File: config.mk
export PLATFORM = sky130hd
export DESIGN_NAME = hash_table_ram_ctrl
export DESIGN_NICKNAME = d
export VERILOG_FILES = /design/src/rtl/hash_table_ram_ctrl.sv
export SDC_FILE = /design/constraint.sdc
export NUM_CORES = 1
export LEC_CHECK = 0
export ABC_AREA = 1
export CORE_MARGIN = 1.5
export CORE_UTILIZATION = 28
export DETAILED_ROUTE_END_ITERATION = 10
export PLACE_DENSITY = 0.62
export SKIP_LAST_GASP = 1
export SYNTH_ARGS = -nofsm -noshare
export SYNTH_HDL_FRONTEND = slang
export SYNTH_SLANG_ARGS = --single-unit
File: constraint.sdc
create_clock -name clk -period 6.53 [get_ports clk]
set_clock_uncertainty 0.1 [all_clocks]
set_input_delay 1.306 -clock clk [delete_from_list [all_inputs] [get_ports clk]]
set_output_delay 1.306 -clock clk [all_outputs]
set_load 0.03 [all_outputs]
File: src/rtl/hash_table_ram_ctrl.sv
// hash_table_ram_ctrl: clear sequencer, write-port arbiter and pipelined lookup path for one SDP hash-table RAM.
// Latency: a lookup accepted in cycle N presents res_valid in cycle N+2; host updates write in their accept cycle.
// Backpressure: lkp_ready drops once two results are in flight or buffered; updates never stall on lookups.
//
// Ports:
//   clk, rst                       clock, asynchronous active-high reset
//   upd_valid/ready, upd_addr/data host table update (written straight to the RAM write port)
//   lkp_valid/ready, lkp_addr      lookup request (issued straight to the RAM read port)
//   res_valid/ready, res_addr/data lookup result, in request order, held while stalled
//   init_req, init_busy, init_done table clear request (level), sweep/drain busy, sweep-complete pulse
//   ram_wr_*, ram_rd_*             simple dual-port RAM with 1-cycle registered read
//
// Build option: define BYPASS_FWD_EN to forward same-cycle update data to a lookup of the same
// address; without it such a lookup returns the RAM's pre-write (read-first) content.

// Small generic synchronous FIFO with registered storage; head is visible while head_vld is high.
module ht_fifo #(
    parameter int WIDTH = 8,
    parameter int DEPTH = 2,
    parameter int CW    = $clog2(DEPTH + 1)
) (
    input  logic             clk,
    input  logic             rst,
    input  logic             push_vld,
    input  logic [WIDTH-1:0] push_dat,
    input  logic             pop_rdy,
    output logic             head_vld,
    output logic [WIDTH-1:0] head_dat,
    output logic [CW-1:0]    occ
);
    localparam int PW = (DEPTH > 1) ? $clog2(DEPTH) : 1;

    logic [WIDTH-1:0] mem [DEPTH];
    logic [PW-1:0]    wr_ptr;
    logic [PW-1:0]    rd_ptr;
    logic [CW-1:0]    cnt;
    logic             do_push;
    logic             do_pop;

    function automatic logic [PW-1:0] ptr_inc(input logic [PW-1:0] p);
        return (p == PW'(DEPTH - 1)) ? '0 : p + PW'(1);
    endfunction

    assign do_pop   = pop_rdy && (cnt != '0);
    // A push into a full FIFO is only legal when the head leaves in the same cycle.
    assign do_push  = push_vld && ((cnt != CW'(DEPTH)) || do_pop);
    assign head_vld = (cnt != '0);
    assign head_dat = mem[rd_ptr];
    assign occ      = cnt;

    always_ff @(posedge clk or posedge rst) begin
        if (rst) begin
            wr_ptr <= '0;
            rd_ptr <= '0;
            cnt    <= '0;
        end else begin
            if (do_push) wr_ptr <= ptr_inc(wr_ptr);
            if (do_pop)  rd_ptr <= ptr_inc(rd_ptr);
            cnt <= cnt + CW'(do_push) - CW'(do_pop);
        end
    end

    // Storage carries no reset; occupancy alone says what is valid.
    always_ff @(posedge clk) begin
        if (do_push) mem[wr_ptr] <= push_dat;
    end
endmodule

module hash_table_ram_ctrl #(
    parameter int                 DWIDTH     = 64,
    parameter int                 DEPTH      = 512,
    parameter int                 AW         = $clog2(DEPTH),
    parameter logic [DWIDTH-1:0]  INIT_VALUE = '0
) (
    input  logic              clk,
    input  logic              rst,
    // host updates
    input  logic              upd_valid,
    output logic              upd_ready,
    input  logic [AW-1:0]     upd_addr,
    input  logic [DWIDTH-1:0] upd_data,
    // lookups
    input  logic              lkp_valid,
    output logic              lkp_ready,
    input  logic [AW-1:0]     lkp_addr,
    // results
    output logic              res_valid,
    input  logic              res_ready,
    output logic [AW-1:0]     res_addr,
    output logic [DWIDTH-1:0] res_data,
    // table clear
    input  logic              init_req,
    output logic              init_busy,
    output logic              init_done,
    // RAM
    output logic              ram_wr_en,
    output logic [AW-1:0]     ram_wr_addr,
    output logic [DWIDTH-1:0] ram_wr_data,
    output logic              ram_rd_en,
    output logic [AW-1:0]     ram_rd_addr,
    input  logic [DWIDTH-1:0] ram_rd_data
);
    localparam logic [1:0] ST_INIT  = 2'd0;
    localparam logic [1:0] ST_RUN   = 2'd1;
    localparam logic [1:0] ST_DRAIN = 2'd2;

    logic [1:0]        state;
    logic [1:0]        state_nxt;
    logic [AW-1:0]     sweep_cnt;
    logic              sweep_last;
    logic              init_done_q;

    logic              run_open;
    logic              upd_fire;
    logic              lkp_fire;
    logic              res_pop;
    logic [1:0]        occ;
    logic [2:0]        inflight;

    // Stage 1: read in flight, RAM data arrives in this cycle.
    logic              s1_valid;
    logic [AW-1:0]     s1_addr;
    logic [DWIDTH-1:0] s1_data;

    logic [AW+DWIDTH-1:0] fifo_head;

    // ------------------------------------------------------------------
    // Handshakes
    // ------------------------------------------------------------------
    // A pending clear request closes both request ports immediately so the
    // drain only has to wait for work that is already inside the pipeline.
    assign run_open  = (state == ST_RUN) && !init_req;
    assign upd_ready = run_open;
    assign upd_fire  = upd_valid && upd_ready;

    assign res_pop   = res_valid && res_ready;
    // Results that will occupy the buffer after this edge, excluding a new accept.
    // occ >= 1 whenever res_pop is set, so this never underflows.
    assign inflight  = {1'b0, occ} + {2'b0, s1_valid} - {2'b0, res_pop};
    assign lkp_ready = run_open && (inflight < 3'd2);
    assign lkp_fire  = lkp_valid && lkp_ready;

    // ------------------------------------------------------------------
    // RAM ports
    // ------------------------------------------------------------------
    assign ram_rd_en   = lkp_fire;
    assign ram_rd_addr = lkp_addr;

    // The sweep owns the write port in INIT; otherwise host updates pass straight through.
    always_comb begin
        ram_wr_en   = 1'b0;
        ram_wr_addr = upd_addr;
        ram_wr_data = upd_data;
        if (state == ST_INIT) begin
            ram_wr_en   = 1'b1;
            ram_wr_addr = sweep_cnt;
            ram_wr_data = INIT_VALUE;
        end else begin
            ram_wr_en   = upd_fire;
        end
    end

    // ------------------------------------------------------------------
    // Sequencer
    // ------------------------------------------------------------------
    assign sweep_last = (sweep_cnt == AW'(DEPTH - 1));

    always_comb begin
        state_nxt = state;
        case (state)
            ST_INIT:  if (sweep_last)                      state_nxt = ST_RUN;
            ST_RUN:   if (init_req)                        state_nxt = ST_DRAIN;
            // Every accepted lookup must be delivered before the table is wiped.
            ST_DRAIN: if (!s1_valid && (occ == 2'd0))      state_nxt = ST_INIT;
            default:                                       state_nxt = ST_INIT;
        endcase
    end

    always_ff @(posedge clk or posedge rst) begin
        if (rst) begin
            state       <= ST_INIT;
            sweep_cnt   <= '0;
            init_done_q <= 1'b0;
        end else begin
            state       <= state_nxt;
            // Counter only advances while sweeping; it sits at 0 otherwise so a
            // new sweep always starts from the first entry.
            sweep_cnt   <= ((state == ST_INIT) && !sweep_last) ? sweep_cnt + AW'(1) : '0;
            init_done_q <= (state == ST_INIT) && sweep_last;
        end
    end

    assign init_busy = (state != ST_RUN);
    assign init_done = init_done_q;

    // ------------------------------------------------------------------
    // Lookup pipeline
    // ------------------------------------------------------------------
    always_ff @(posedge clk or posedge rst) begin
        if (rst) begin
            s1_valid <= 1'b0;
            s1_addr  <= '0;
        end else begin
            s1_valid <= lkp_fire;
            s1_addr  <= lkp_addr;
        end
    end

`ifdef BYPASS_FWD_EN
    // The RAM reads first on a same-address collision, so the new data is
    // captured here and substituted when the read data comes back.
    logic              s1_fwd;
    logic [DWIDTH-1:0] s1_fwd_data;

    always_ff @(posedge clk or posedge rst) begin
        if (rst) begin
            s1_fwd      <= 1'b0;
            s1_fwd_data <= '0;
        end else begin
            s1_fwd      <= upd_fire && lkp_fire && (upd_addr == lkp_addr);
            s1_fwd_data <= upd_data;
        end
    end

    assign s1_data = s1_fwd ? s1_fwd_data : ram_rd_data;
`else
    assign s1_data = ram_rd_data;
`endif

    // Two entries cover the full round trip of the ready decision, so one
    // lookup per cycle is sustained while res_ready stays high.
    ht_fifo #(
        .WIDTH (AW + DWIDTH),
        .DEPTH (2)
    ) u_res_fifo (
        .clk      (clk),
        .rst      (rst),
        .push_vld (s1_valid),
        .push_dat ({s1_addr, s1_data}),
        .pop_rdy  (res_ready),
        .head_vld (res_valid),
        .head_dat (fifo_head),
        .occ      (occ)
    );

    assign res_addr = fifo_head[AW+DWIDTH-1:DWIDTH];
    assign res_data = fifo_head[DWIDTH-1:0];
endmodule

### Word level (Yosys, flattened, before mapping)

Memory sizes are Yosys's and may differ from the RTL's.
Index checks and enable logic that the tools add are counted.

| cells by class | value |
|---|---|
| add/sub/neg operators | 7 |
| multipliers | 0 |
| divide/modulo/power cells | 0 |
| $lt $le $gt $ge | 1 |
| eq/ne operators | 8 |
| shift operators | 0 |
| mux-type cells | 12 |
| bitwise logic cells | 0 |
| reductions and logical operators | 17 |

Operator list:

| kind | number |
|---|---|
| two-way mux 64 bit | 1 |
| two-way mux 9 bit | 2 |
| adder 9 x 1 -> 9 bit, second input constant | 1 |
| == test 9 bit, second input constant | 1 |
| logical AND 1 bit | 9 |
| inequality test 2 bit, second input constant | 4 |
| two-way mux 2 bit | 3 |
| case mux 2 bit (3 select lines) | 1 |
| two-way mux 1 bit | 5 |
| zero test 2 bit | 2 |
| adder 2 x 1 -> 3 bit | 1 |
| zero test 1 bit | 3 |
| less-than comparator 3 x 2 -> 1 bit, second input constant | 1 |
| AND reduction 3 bit | 1 |
| subtractor 3 x 1 -> 3 bit | 1 |
| adder 1 bit, second input constant | 2 |
| adder 2 x 1 -> 2 bit | 1 |
| == test 2 x 1 -> 1 bit, second input constant | 1 |
| == test 2 bit, second input constant | 1 |
| inequality test 2 x 1 -> 1 bit, second input constant | 1 |
| nonzero test 2 bit | 1 |
| subtractor 2 x 1 -> 2 bit | 1 |
| logical OR 1 bit | 1 |

| storage, ports and cells | value |
|---|---|
| register bits after elaboration | 26 |
| bits in latches | 0 |
| memory bits (writable) | 146 |
| ROM bits | 0 |
| logic and storage cells | 54 |
| memories kept | 1 |

Memories:

| name | depth | width | read ports | clocked after memory_dff | write ports | line | source |
|---|---|---|---|---|---|---|---|
| u_res_fifo.mem | 2 | 73 | 1 | 0 | 1 | 33 | `logic [WIDTH-1:0] mem [DEPTH];` |

### Longest topological paths before layout

Gate-level depths: netlist of the first run.

| depth | value |
|---|---|
| depth after elaboration | 6 |
| mapped depth | 11 |

### By module

A second synthesis of the first run with hierarchy kept.

| unflattened totals | value |
|---|---|
| cell total of the unflattened synthesis | 681 |
| area, all modules | 7146.9 µm² |

Modules (own cells, without submodules):

| module | times used | cells each | area each (µm²) | sequential area each (µm²) |
|---|---|---|---|---|
| ht_fifo | 1 | 413 | 5544.1 | 4484.3 |
| hash_table_ram_ctrl | 1 | 268 | 1602.8 | 550.5 |

### Least setup slack after synthesis of the first run

Ideal clock, no wire load.

| timing | value |
|---|---|
| path type | in2reg |
| start | input res_ready |
| end | memory u_res_fifo.mem[0][0] in the netlist's numbering (enable) |
| library setup time | 0.505 ns |
| arrival | 4.552 ns |
| required time | 5.925 ns |
| setup slack | 1.373 ns |
| stages on the path | 4 |
| path through | inv_1 > nand3_1 > nand2_1 > nor2_1 |

| between the ends | value |
|---|---|
| longest elaborated chain between the ends | 5 |

RTL lines:

| what | line | source |
|---|---|---|
| from (decl) | 88 | `input logic res_ready,` |
| logical AND 1 bit | 44 | `assign do_pop = pop_rdy && (cnt != '0);` |
| logical OR 1 bit | 46 | `assign do_push = push_vld && ((cnt != CW'(DEPTH)) \|\| do_pop);` |
| logical AND 1 bit | 46 |  |
| two-way mux 1 bit | 65 | `if (do_push) mem[wr_ptr] <= push_dat;` |
| two-way mux 1 bit (not written as such) | 65 |  |
| to (decl) | 33 |  |

No other way between the ends.

### Worst setup path in the final report of the first run

| timing | value |
|---|---|
| start | input res_ready |
| end | output ram_rd_en |

| between the ends | value |
|---|---|
| longest elaborated chain between the ends | 5 |

RTL lines:

| what | line | source |
|---|---|---|
| logical AND 1 bit | 136 | `assign res_pop = res_valid && res_ready;` |
| subtractor 3 x 1 -> 3 bit | 139 | `assign inflight = {1'b0, occ} + {2'b0, s1_valid} - {2'b0, res_pop};` |
| less-than comparator 3 x 2 -> 1 bit | 140 | `assign lkp_ready = run_open && (inflight < 3'd2);` |
| logical AND 1 bit | 140 |  |
| logical AND 1 bit | 141 | `assign lkp_fire = lkp_valid && lkp_ready;` |
| to (decl) | 99 | `output logic ram_rd_en,` |

No other way between the ends.

==> results of run 1 <==
[synthesized netlist by cell type]
cell                       count  area (um2)
sky130_fd_sc_hd__nand2_2       1       6.260
sky130_fd_sc_hd__o21ai_1       3       15.01
sky130_fd_sc_hd__ha_1          4       50.05
sky130_fd_sc_hd__nor2_4        1       11.26
sky130_fd_sc_hd__fa_1          1       20.02
sky130_fd_sc_hd__nand2_1     261       979.7
sky130_fd_sc_hd__inv_1        86       322.8
sky130_fd_sc_hd__nor3b_1       1       7.510
sky130_fd_sc_hd__dfrtp_1      26       650.6
sky130_fd_sc_hd__xor2_1        3       26.28
sky130_fd_sc_hd__o21ai_0       6       30.03
sky130_fd_sc_hd__inv_2         2       7.510
sky130_fd_sc_hd__edfxtp_1    146        4384
sky130_fd_sc_hd__nand3_1       5       25.02
sky130_fd_sc_hd__nor3_1        1       5.000
sky130_fd_sc_hd__clkbuf_1      1       3.750
sky130_fd_sc_hd__nor2_1       84       315.3
sky130_fd_sc_hd__a21oi_1       2       10.01
sky130_fd_sc_hd__o211ai_1      1       7.510
sky130_fd_sc_hd__buf_2        21       105.1
sky130_fd_sc_hd__buf_4        10       75.07
sky130_fd_sc_hd__buf_6         1       11.26
[flip-flops by register name (all words and copies together), names as in the netlist]
name and flops:
init_done 1, sweep_cnt 9, state 2, s1_valid 1, u_res_fifo.mem 146, u_res_fifo.rd_ptr 1, u_res_fifo.wr_ptr 1, u_res_fifo.occ 2
s1_addr 9
[cell type report]
cell class	count	area, um2	area share (%)
Antenna cell	1	2.502	0.02257
Timing Repair Buffer	319	3191	28.78
Clock inverter	15	172.7	1.557
Multi-Input combinational cell	374	1524	13.75
Tap cell	324	405.4	3.656
Sequential cell	172	5036	45.42
Clock buffer	17	425.4	3.837
Inverter	88	330.3	2.979
[routing by layer]
metal	GRT usage (%)	vias to the layer above	routed length [um]
li1	-	2689	-
met1	16.82	2447	7571
met2	26.08	216	9736
met3	5.644	11	1778
met4	3.670	0	299
met5	0	-	0
[how the worst max path moves through the flow]
stage               from                    to  slack, ns
3_3_place_gp   res_ready             ram_rd_en       1.52
6_report       res_ready             ram_rd_en       1.47
2_1_floorplan  res_ready  u_res_fifo.mem[0][0]       1.37
5_1_grt        res_ready             ram_rd_en       1.33
4_1_cts        res_ready             ram_rd_en       1.48
3_5_place_dp   res_ready             ram_rd_en       1.51
[power groups by stage]
stage                     registers, W  logic [W]  clock network, W
final                          0.00121    0.00127          0.000989
after detailed placement       0.00124    0.00129                 0
after global placement         0.00124    0.00129                 0
after CTS                      0.00121    0.00129           0.00102
after global routing           0.00121    0.00137           0.00107
after floorplan                0.00123   0.000721                 0
[metrics by stage]
stage	setup slack (ns)	hold slack (ns)
6_report	1.472	0.3416
5_1_grt	1.331	0.3470
4_1_cts	1.478	0.3450
3_5_place_dp	1.510	0.3293
3_3_place_gp	1.521	0.3209
2_1_floorplan	1.373	0.3204
[cells by family (layout without fill, tap and decap cells)]
logic type / Yosys count / count (layout) / synth area share (%)
compound gates: 12 / 12 / 0.8850
fa+ha+maj: 5 / 5 / 0.9912
xor+xnor: 3 / 3 / 0.3717
simple gates: 354 / 354 / 19.10
flops: 172 / 172 / 71.22
buf+inv: 121 / 439 / 7.434
other cells: 0 / 1 / 0
==> results, run 1 <==
- The floorplan step set the die height to about 160 um.
- The run finished with clean final reports.
- After legalization and detailed placement, the total HPWL measured about 14 mm.
- The clock latency on the worst-skew pair is approximately 0.42 ns.
- For the worst setup path, the data arrival time is roughly 3.7 ns.
- STA puts the critical path data required time at between 5 and 6 ns.
- The number of vias in the routed layout is roughly 5400.
- Power comes to around 0.0035 W.
- The placeable core region is around 25000 um2.
- The mean routed wirelength per cell is approximately 15 um.
- The sequential cell area fraction in the yosys report is 71.22%.
- The internal reg-to-reg setup slack is 4.03 ns.
- Buffers inserted during clock tree synthesis total 17.
- The number of failing hold endpoints at the final stage is 0.
- The cell count of the worst hold path is 0.
- Setup repair after global routing left no endpoint under its margin.
- The area of all placed cells without fillers is around 11000 um2.
- The number of unique standard cell types used by synthesis is 22.
- CTS placed an instance of sky130_fd_sc_hd__clkbuf_16 at the clock tree root.
- The startpoint of the lowest-slack register-to-register path is u_res_fifo.occ[1].
- The post-placement cell count is roughly 1300.
- CTS saw 172 sinks.
- The quantity of gates resized following cts is 0.
- The critical path runs through a total of 9 cells.
- The type of origin of the critical path is an input pin.
- The number of global-route vias before repair is between 5000 and 6000.
- The endpoint of the worst hold-timing path is u_res_fifo.mem[1][65].
- In the layout the commonest cells are 313 x sky130_fd_sc_hd__clkdlybuf4s50_1, 261 x sky130_fd_sc_hd__nand2_1, 146 x sky130_fd_sc_hd__edfxtp_1.
- The number of maximum-capacitance violations is 0.
- The aggregate routed wire length is 19.39 mm.
- For this run, the top clock speed supported by timing is ~200 MHz.
- The launch instance of the worst min-delay path is s1_addr[1].
- The layout-stage area growth over the synthesis result is 56.83%.
- The number of nets in the synthesized netlist is between 800 and 900.
- Of the total power, the share spent switching nets is between 30% and 40%.
- The endpoint of the worst-slack reg-to-reg timing path is u_res_fifo.mem[1][33].
- The count of boundary I/O pins is approximately 310.
- Of all nets on the critical path, the largest fanout is 3.
- The number of pins exceeding their max-slew limit in the final report is 0.
- After filler insertion, the fill cell instance count of the layout stands at about 2300.
- In the final layout, the share of cells above drive strength 1 is 4.670%.
- The critical path is of the input pin to output pin type.
- The post-synthesis instance total is approximately 670.
- For this run, the slowest stage of the critical path takes around 0.73 ns.
- The final period demand of the worst path is 5.058 ns.
- The area of the mapped netlist is between 7000 and 8000 um2.
- In this run the core area contains 57 standard-cell rows.
- After detailed routing, the number of vias per cell comes to 4.094.
- The H-tree was split into 4 levels.
- The initial utilization of the core area, before any placement, comes to between 20% and 30%.
- After clock tree synthesis, the setup repair step added 0 buffers.
- The placed instances occupy a cell area of approximately 10000 um2.
- Global routing finished with a remaining overflow of 0.
- The power share of the clock group is about 28%.
- The clock transition at the register clock pins on the worst setup and hold paths after CTS is approximately 0.08 ns.
- The maximum number of pins on one net before global-route repair is 74.
- The logic gate share of total power is a little over a third.
- Across every metal layer, demand over resource in global routing totals 14.78%.
- The slew at the pin with the worst max-slew slack is ~0.94 ns.
- The total DRC errors in the routed layout is 0.
- The library cell used most frequently in the layout, excluding fill and tap cells, is sky130_fd_sc_hd__clkdlybuf4s50_1.
- Hold repair after CTS inserted 0 buffers.
- The worst slew margin relative to its limit is a little under two fifths.
- The clock tree from TritonCTS is done.
- The mean instance size in the synthesized netlist is about 11 um2.
- During synthesis, Yosys emitted a total of 0 warnings.
- Adding up every negative setup slack in the final design gives 0 ns.
- Setup violations remaining at the end of the flow were counted as 0.
- Broken down by cell family, the worst path's largest delay share belongs to buffers and inverters.
- The critical-path cell with the highest stage delay is sky130_fd_sc_hd__clkdlybuf4s50_1.
- The buffers plus inverters on the worst setup path is 4.
- The count of cells along the worst register-to-register path is 4.
- The maximum ir drop on the vdd rail is between 0.00015 and 0.0002 V.
- The number of buffer cells added on primary ports is roughly 310.
- The share of power burned in registers is a little over a third.
- The final antenna-violating net count is 0.
- The global-route wire length before repair is between 20 and 30 mm.
- Power spread over the standard cell area amounts to ~310 nW/um2.
- In this run the static leakage power is approximately 4.6 nW.
- The last weighted congestion value of the routability-driven placer is 0.8486.
- STA classifies the critical path endpoint as an output pin.
- The ratio of final minimum period to clock period is roughly 77%.
- The internal power of the cells totals roughly 0.0022 W.
- The net switching power is about 0.0013 W.
- The DRC violation total after the first TritonRoute iteration is slightly above 300.
- The post-synthesis register bit count is around 170.
- The finished layout holds around 1300 standard cells, fillers aside.
- The net count of the finished layout is between 1000 and 1500.
- Traced cell by cell, the critical path runs through clkdlybuf4s50_1, nand2_1, inv_1, nand2_1, inv_1, fa_1, nand3_1, nor3_1, clkdlybuf4s50_1.
- The initial antenna violation count is 1.
- The die area is between 20000 and 30000 um2.
- The first detailed-routing pass ran for 6 iterations.
- The largest buffer count on any clock path is 2.
- The final standard cell utilization of the core is a little under half.
- The die is between 150 and 200 um wide.
- The path class of the tightest hold or removal check is flop to flop.
Power figures use the tool's default switching activity.
==> run 2: changes to the inputs <==
==> constraint.sdc (replaced) <==
create_clock -name clk -period 5.05 [get_ports clk]
set_clock_uncertainty 0.1 [all_clocks]
set_input_delay 1.01 -clock clk [delete_from_list [all_inputs] [get_ports clk]]
set_output_delay 1.01 -clock clk [all_outputs]
set_load 0.03 [all_outputs]
==> run 2 against run 1 <==
  * Non-clock buffer count rose by 2
  * First-iteration DRC count fell by 5.2%
  * Register-to-register slack got worse by 1.2 ns
  * Via count rose by 0.39%
  * Clock power rose by 33%
  * Total power rose by 31%
==> results, run 2 (synthesis gave the netlist of run 1 again) <==
- The cell count along the critical path is 9.
- The flip-flop count of the largest register, all copies and words added is between 100 and 150.
- The critical-path cell with the highest stage delay is sky130_fd_sc_hd__clkdlybuf4s50_1.
- The buffers inserted during post-CTS setup optimization is 0.
- The share of power burned in registers is 34.6%.
- Fill cells in the final layout number 2328.
- In the layout the commonest cells are 313 x sky130_fd_sc_hd__clkdlybuf4s50_1, 261 x sky130_fd_sc_hd__nand2_1, 146 x sky130_fd_sc_hd__edfxtp_1.
- The buffers plus inverters on the worst setup path is 4.
- The final layout net count is about 1100.
- The share of total power dissipated in the clock network is ~29%.
- The routed design could run at a clock period as short as between 4 and 5 ns.
- In this run the power spent charging and discharging nets is roughly 0.0016 W.
- The aggregate global-route resource usage is 14.89%.
- The end point of the critical path is ram_rd_en.
- At the end of routability-driven placement, the weighted congestion stood at around 0.86.
- Entering global routing, the biggest net connects 74 pins.
- The commonest non-fill, non-tap cell in the layout is sky130_fd_sc_hd__clkdlybuf4s50_1.
- After detailed routing, the average wire length per cell comes to about 15 um.
- The type of origin of the critical path is an input pin.
- The total global routing overflow is 0.
- The switching part of the total is approximately 36%.
- Across the run, the number of max-cap violations was 0.
- The ratio of final minimum period to clock period is approximately nine tenths.
- The internal power is around 0.0029 W.
- u_res_fifo.mem holds more flip-flops than any other register.
- The quantity of gates resized following cts is 0.
- The number of clock buffers inserted by TritonCTS is 17.
- The critical path starts at res_ready.
- Dividing the detail-routed via count by the number of cells gives 4.104.
- The initial antenna violation count is 1.
- The half-perimeter wire length of the detailed placement result is between 10 and 15 mm.
- The endpoint of the worst-slack reg-to-reg timing path is u_res_fifo.mem[1][29].
- For this design, the sink count on the clock tree is roughly 170.
- On the critical path the largest part of the delay comes from buffers and inverters.
- The static leakage power is around 4.6 nW.
- The first TritonRoute pass finished after 4 iterations.
- The worst hold path begins at s1_addr[4].
- Once layout is done, the placed cells without fillers occupy around 11000 um2.
- The number of global-route vias before repair is about 5500.
- The internal reg-to-reg setup slack is roughly 2.9 ns.
- The number of pins exceeding their max-slew limit in the final report is 0.
- The H-tree was split into 4 levels.
- The number of failing hold endpoints at the final stage was 0.
- Traced cell by cell, the critical path runs through clkdlybuf4s50_1, nand2_1, inv_1, nand2_1, inv_1, fa_1, nand3_1, nor3_1, clkdlybuf4s50_1.
- The floorplan step set the die height to 161.9 um.
- The clock tree from TritonCTS is done.
- The startpoint of the lowest-slack register-to-register path is u_res_fifo.occ[1].
- The region available for standard cell placement spans 24530 um2.
- The final standard cell utilization of the core is between 40 and 50%.
- The number of setup violations in the final report is 0.
- The total DRC errors in the routed layout is 0.
- The detail route stage leaves a number of antenna-violating nets equal to 0.
- STA puts the critical path data arrival time at around 3.3 ns.
- The floorplan step defined a die boundary enclosing between 20000 and 30000 um2.
- The number of buffer cells added on primary ports is between 300 and 400.
- The element type at the critical path end is an output pin.
- The clock latency on the worst-skew pair is ~0.41 ns.
- The required time reported for the critical path endpoint is 3.94 ns.
- After clock tree synthesis, the clock-pin slew on the worst setup and hold paths is 0.07 ns.
- Once the floorplan was initialized, standard cells occupied 28.81% of the core.
- IR analysis of the VDD net gives a maximum drop of roughly 0.00026 V.
- Based on the critical path, the design can be clocked at up to 224.6 MHz.
- The logic gate share of total power is a little over a third.
- Setup repair after global routing left no endpoint under its margin.
- The count of boundary I/O pins is roughly 310.
- In the final layout, the multi-input gates occupy around 1500 um2.
- The worst setup path is of the input pin to output pin kind.
- The root cell of the clock tree is sky130_fd_sc_hd__clkbuf_16.
- The floorplan has 57 rows.
- The global-route wire length before repair is ~30 mm.
- For this design, the CTS-stage hold fixing added 0 buffers.
- The DRC violation total after the first TritonRoute iteration is roughly 290.
- For the worst flop-to-flop path, the logic depth is 4.
- The area taken by flip-flops and latches is about 5000 um2.
- The worst slew margin relative to its limit is a little under a third.
- The aggregate routed wire length is about 20 mm.
- The largest fanout of any net on the critical path is 3.
- The area growth from synthesis to layout is 56.87%.
- For this design the ratio of total power to cell area is slightly above 400 nW/um2.
- Summed over all failing endpoints, the final setup total negative slack is 0 ns.
- The layout cell share with drive strength beyond 1 is 4.863%.
- The largest buffer count on any clock path is 2.
- The largest single stage delay on the critical path is 0.74 ns.
- The number of vias in the routed layout is 5384.
- The class of the worst hold path is flop to flop.
- The floorplan step set the die width to between 150 and 200 um.
- After detailed placement, the total cell area comes to 10490 um2.
- The largest registers in the layout are u_res_fifo.mem x146, s1_addr x9, sweep_cnt x9.
- For the pin with the worst max-slew slack, the measured transition is just over 1 ns.
- The flow ran to the end, and the final reports show no timing, DRC or antenna violations.
run 2: cell count changes in the layout (fill, tap and decap cells not counted), sizes merged:
cell / change
inv: +2
clkinvlp: +1
clkinv: -4
bufinv: +1
buf: +2
run 2: worst reg2reg max path: stages (launching register included):
cell	delay, ns
sky130_fd_sc_hd__dfrtp_1	0.44
sky130_fd_sc_hd__nand3_1	0.11
sky130_fd_sc_hd__nand2_1	0.18
sky130_fd_sc_hd__nor2_4	0.13
sky130_fd_sc_hd__buf_4	0.77
run 2: power groups by stage:
stage          registers, W  clock network [W]  logic (W)
2_1_floorplan       0.00160                  0   0.000933
3_3_place_gp        0.00160                  0    0.00167
3_5_place_dp        0.00160                  0    0.00168
4_1_cts             0.00157            0.00135    0.00168
5_1_grt             0.00157            0.00141    0.00178
6_report            0.00157            0.00132    0.00165
run 2: how the worst min path moves through the flow:
stage / to / slack (ns) / depth (start not counted)
final: u_res_fifo.mem[0][68] / 0.35 / 0
after CTS: u_res_fifo.mem[0][71] / 0.35 / 0
after global placement: u_res_fifo.mem[1][71] / 0.32 / 0
after detailed placement: u_res_fifo.mem[0][64] / 0.33 / 0
after global routing: u_res_fifo.mem[1][64] / 0.36 / 0
after floorplan: u_res_fifo.mem[0][64] / 0.32 / 0
run 2: area by class of cell:
class                   instances  area share [%]
flip-flops and latches        172           45.41
repair buffers                321           28.79
multi-input cells             374           13.74
clock buffers                  17           3.836
well taps                     324           3.656
inverters                      88           2.979
clock inverters                15           1.557
diodes                          1         0.02257
run 2: per-stage QoR:
stage | power [W] | instances | hold slack (ns) | worst slack, ns
2_1_floorplan | 0.002528 | 667 | 0.3204 | 0.1892
3_3_place_gp | 0.003269 | 1279 | 0.3222 | 0.6378
3_5_place_dp | 0.003275 | 1279 | 0.3307 | 0.6030
4_1_cts | 0.004597 | 1311 | 0.3463 | 0.5844
5_1_grt | 0.004758 | 1312 | 0.3551 | 0.4331
6_report | 0.004532 | 1312 | 0.3475 | 0.5974
run 2: metal layers:
| metal | wire length (um) | GRT usage [%] | share of wire [%] | vias up |
|---|---|---|---|---|
| met5 | 0 | 0 | 0 | - |
| met2 | 9783 | 26.14 | 50 | 209 |
| met4 | 286 | 3.962 | 1.5 | 0 |
| met1 | 7838 | 17.01 | 40 | 2474 |
| li1 | - | - | - | 2688 |
| met3 | 1688 | 5.592 | 8.6 | 13 |
==> run 3: changes to the inputs <==
--- a/config.mk
+++ b/config.mk
@@ -6,11 +6,11 @@
 export NUM_CORES = 1
 export LEC_CHECK = 0
 export ABC_AREA = 1
-export CORE_MARGIN = 1.5
-export CORE_UTILIZATION = 28
+export CORE_UTILIZATION = 40
 export DETAILED_ROUTE_END_ITERATION = 10
-export PLACE_DENSITY = 0.62
+export PLACE_DENSITY = 0.82
 export SKIP_LAST_GASP = 1
+export SLEW_MARGIN = 20
 export SYNTH_ARGS = -nofsm -noshare
 export SYNTH_HDL_FRONTEND = slang
 export SYNTH_SLANG_ARGS = --single-unit
==> run 3 against run 2 <==
  * Via count is 0.98% higher
  * Setup slack better by 0.028 ns
  * Global-route usage is 6.3 points higher
  * Sequential cell count stayed put
  * Combinational power hardly changed
==> results, run 3 (synthesis gave the netlist of run 1 again) <==
- From synthesis to final layout, the design area changed by 54.81%.
- The quantity of gates resized following cts is 0.
- Walking the worst path, the cells encountered are clkdlybuf4s50_1, nand2_1, nand2_1, o211ai_1, fa_1, nand3_1, nor3_1, clkdlybuf4s50_1.
- The slew at the pin with the worst max-slew slack is approximately 0.97 ns.
- After detailed routing, the number of remaining DRC violations is 0.
- The first routing iteration left 263 violations.
- After floorplanning, the core was divided into 48 placement rows.
- The final antenna-violating net count is 0.
- The die covers 18210 um2.
- Measured along the x axis, the die boundary spans between 100 and 150 um.
- The number of buffer cells added on primary ports is between 300 and 400.
- The cell count along the critical path is 8.
- Of all nets on the critical path, the largest fanout is 3.
- The root cell of the clock tree is sky130_fd_sc_hd__clkbuf_16.
- The number of clock buffers inserted by TritonCTS is 17.
- The flow ran to the end, and the final reports show no timing, DRC or antenna violations.
- By startpoint and endpoint, the worst setup path is classified as input pin to output pin.
- At the worst endpoint, the required time is 3.94 ns.
- From bottom edge to top edge, the die measures 134.9 um.
- At the end of routability-driven placement, the weighted congestion stood at 0.8965.
- The number of global-route vias before repair is approximately 5400.
- The critical-path cell with the highest stage delay is sky130_fd_sc_hd__clkdlybuf4s50_1.
- The number of failing hold endpoints at the final stage is 0.
- Sequential cells account for a little over a third of the total power.
- In this run the standard cell core region covers 17300 um2.
- Hold timing on the final database bottoms out at a slack of about 0.34 ns.
- The global-route wire length before repair is 28.26 mm.
- The number of pins exceeding their max-slew limit in the final report is 0.
- The switching part of the total is 35.44%.
- The clock latency on the worst-skew pair is 0.42 ns.
- The aggregate routed wire length is between 15 and 20 mm.
- Counting every sink on the clock net gives between 150 and 200.
- Counting I/O delays and the setup requirement, the final critical path takes 4.425 ns.
- The quantity of hold-fixing buffers added after cts is 0.
- The analysis attributes to net switching a power of around 0.0016 W.
- The maximum achievable frequency is approximately 230 MHz.
- In the routed layout, each cell is associated on average with a via count of between 4 and 5.
- The kind of cell adding the most delay to the critical path is buffers and inverters.
- Max-cap violations in this run came to 0.
- The internal power is 0.002875 W.
- The layout cell share with drive strength beyond 1 is approximately 4.5%.
- The top cell types in the final layout, fill and taps aside, are 313 x sky130_fd_sc_hd__clkdlybuf4s50_1, 261 x sky130_fd_sc_hd__nand2_1, 146 x sky130_fd_sc_hd__edfxtp_1.
- Counting along the longest clock path gives a buffer depth of 2.
- Across every metal layer, demand over resource in global routing totals a little over a fifth.
- The initial antenna violation count was 1.
- The cell count of the worst hold path is 0.
- The worst setup path is captured at an output pin.
- CTS built an H-tree with a depth of 4.
- The clock transition at the register clock pins on the worst setup and hold paths after CTS is about 0.070 ns.
- After clock tree synthesis, the setup repair step added 0 buffers.
- The maximum number of pins on one net before global-route repair is between 70 and 80.
- The share of total power dissipated in the clock network is roughly 28%.
- In this run the tightest slew margin relative to its limit is a little over a third.
- The stage delay of the slowest cell on the critical path is between 0.7 and 0.8 ns.
- The number of setup violations in the final report is 0.
- Setup repair after global routing left no endpoint under its margin.
- At the end of the flow, the number of nets in the layout was between 1000 and 1500.
- The HPWL after detailed placement is between 10 and 15 mm.
- Dividing the detail-routed wire length by the instance count gives roughly 16 um.
- The critical path contains buffers and inverters numbering 2 combined.
- The path class of the tightest hold or removal check is flop to flop.
- The share of total power dissipated in combinational logic is between 30% and 40%.
- For this design the ratio of total power to cell area is 406.9 nW/um2.
- The commonest non-fill, non-tap cell in the layout is sky130_fd_sc_hd__clkdlybuf4s50_1.
- The setup TNS after final layout is 0 ns.
- After global routing the overflow that remains totals 0.
- In this run the static leakage power is roughly 4.6 nW.
- The largest registers in the layout are u_res_fifo.mem x146, s1_addr x9, sweep_cnt x9.
- The signal arrival time at the worst endpoint is 3.31 ns.
- In the finished design, the share of the clock period the worst path needs comes to approximately 88%.
- The maximum ir drop on the vdd rail is 0.0002893 V.
- For this design the top-level I/O count stands at between 300 and 400.
- The type of origin of the critical path is an input pin.
- The number of detailed-routing iterations run before antenna repair is 5.
- More flip-flops sit in one register than any other, and that register is u_res_fifo.mem.
- TritonCTS built the clock tree.
- The count of cells along the worst register-to-register path is 4.
- Once the floorplan was initialized, standard cells occupied around two fifths of the core.
- The flip-flop count of the largest register, all copies and words added is 146.
- The number of vias in the routed layout is roughly 5400.
run 3: power by group through the flow:
stage	Combinational, W	Clock [W]	Sequential, W
CTS	0.00166	0.00128	0.00157
finish	0.00164	0.00125	0.00157
floorplan	0.000933	0	0.00160
detailed placement	0.00166	0	0.00160
global placement	0.00163	0	0.00160
global route	0.00175	0.00133	0.00157
run 3: final timing paths:
| path | startpoint | slack (ns) | endpoint |
|---|---|---|---|
| worst max-delay path | res_ready | 0.63 | ram_rd_en |
| worst min-delay path | s1_addr[1] | 0.34 | u_res_fifo.mem[1][65] |
| worst max register to register | u_res_fifo.occ[1] | 2.79 | u_res_fifo.mem[1][49] |
| worst min register to register | s1_addr[1] | 0.34 | u_res_fifo.mem[1][65] |
| max in group asynchronous | rst | 3.47 | u_res_fifo.rd_ptr |
| min in group asynchronous | rst | 0.89 | s1_addr[6] |
run 3: worst reg2reg max path, cell delays in order (launching register included):
cell and delay (ns):
sky130_fd_sc_hd__dfrtp_1 0.43, sky130_fd_sc_hd__nand3_1 0.11, sky130_fd_sc_hd__nand2_1 0.21, sky130_fd_sc_hd__nor2_4 0.71, sky130_fd_sc_hd__buf_12 0.36
run 3: through the flow:
stage	power, W	setup slack (ns)	area [um2]	util, %	cells
floorplan	0.002528	0.1892	7069	-	667
global placement	0.003232	0.6872	10380	59.98	1178
detailed placement	0.003256	0.6429	10380	59.98	1178
CTS	0.004510	0.6195	10940	63.26	1210
global route	0.004650	0.4485	10940	63.27	1211
finish	0.004453	0.6250	10940	63.27	1211
run 3: per-layer routing:
layer	global-route usage (%)	vias to the layer above	routed length (um)
li1	-	2692	-
met1	21.84	2468	6850
met2	37.37	235	9775
met3	6.794	42	1567
met4	12.73	0	895
met5	0	-	0
run 3: final cells by class:
type / count / area, um2
Clock inverter: 14 / 137.6
Sequential cell: 172 / 5036
Tap cell: 225 / 281.5
Timing Repair Buffer: 319 / 3203
Clock buffer: 18 / 429.2
Multi-Input combinational cell: 374 / 1524
Fill cell: 1355 / 6352
Antenna cell: 1 / 2.502
Inverter: 88 / 330.3
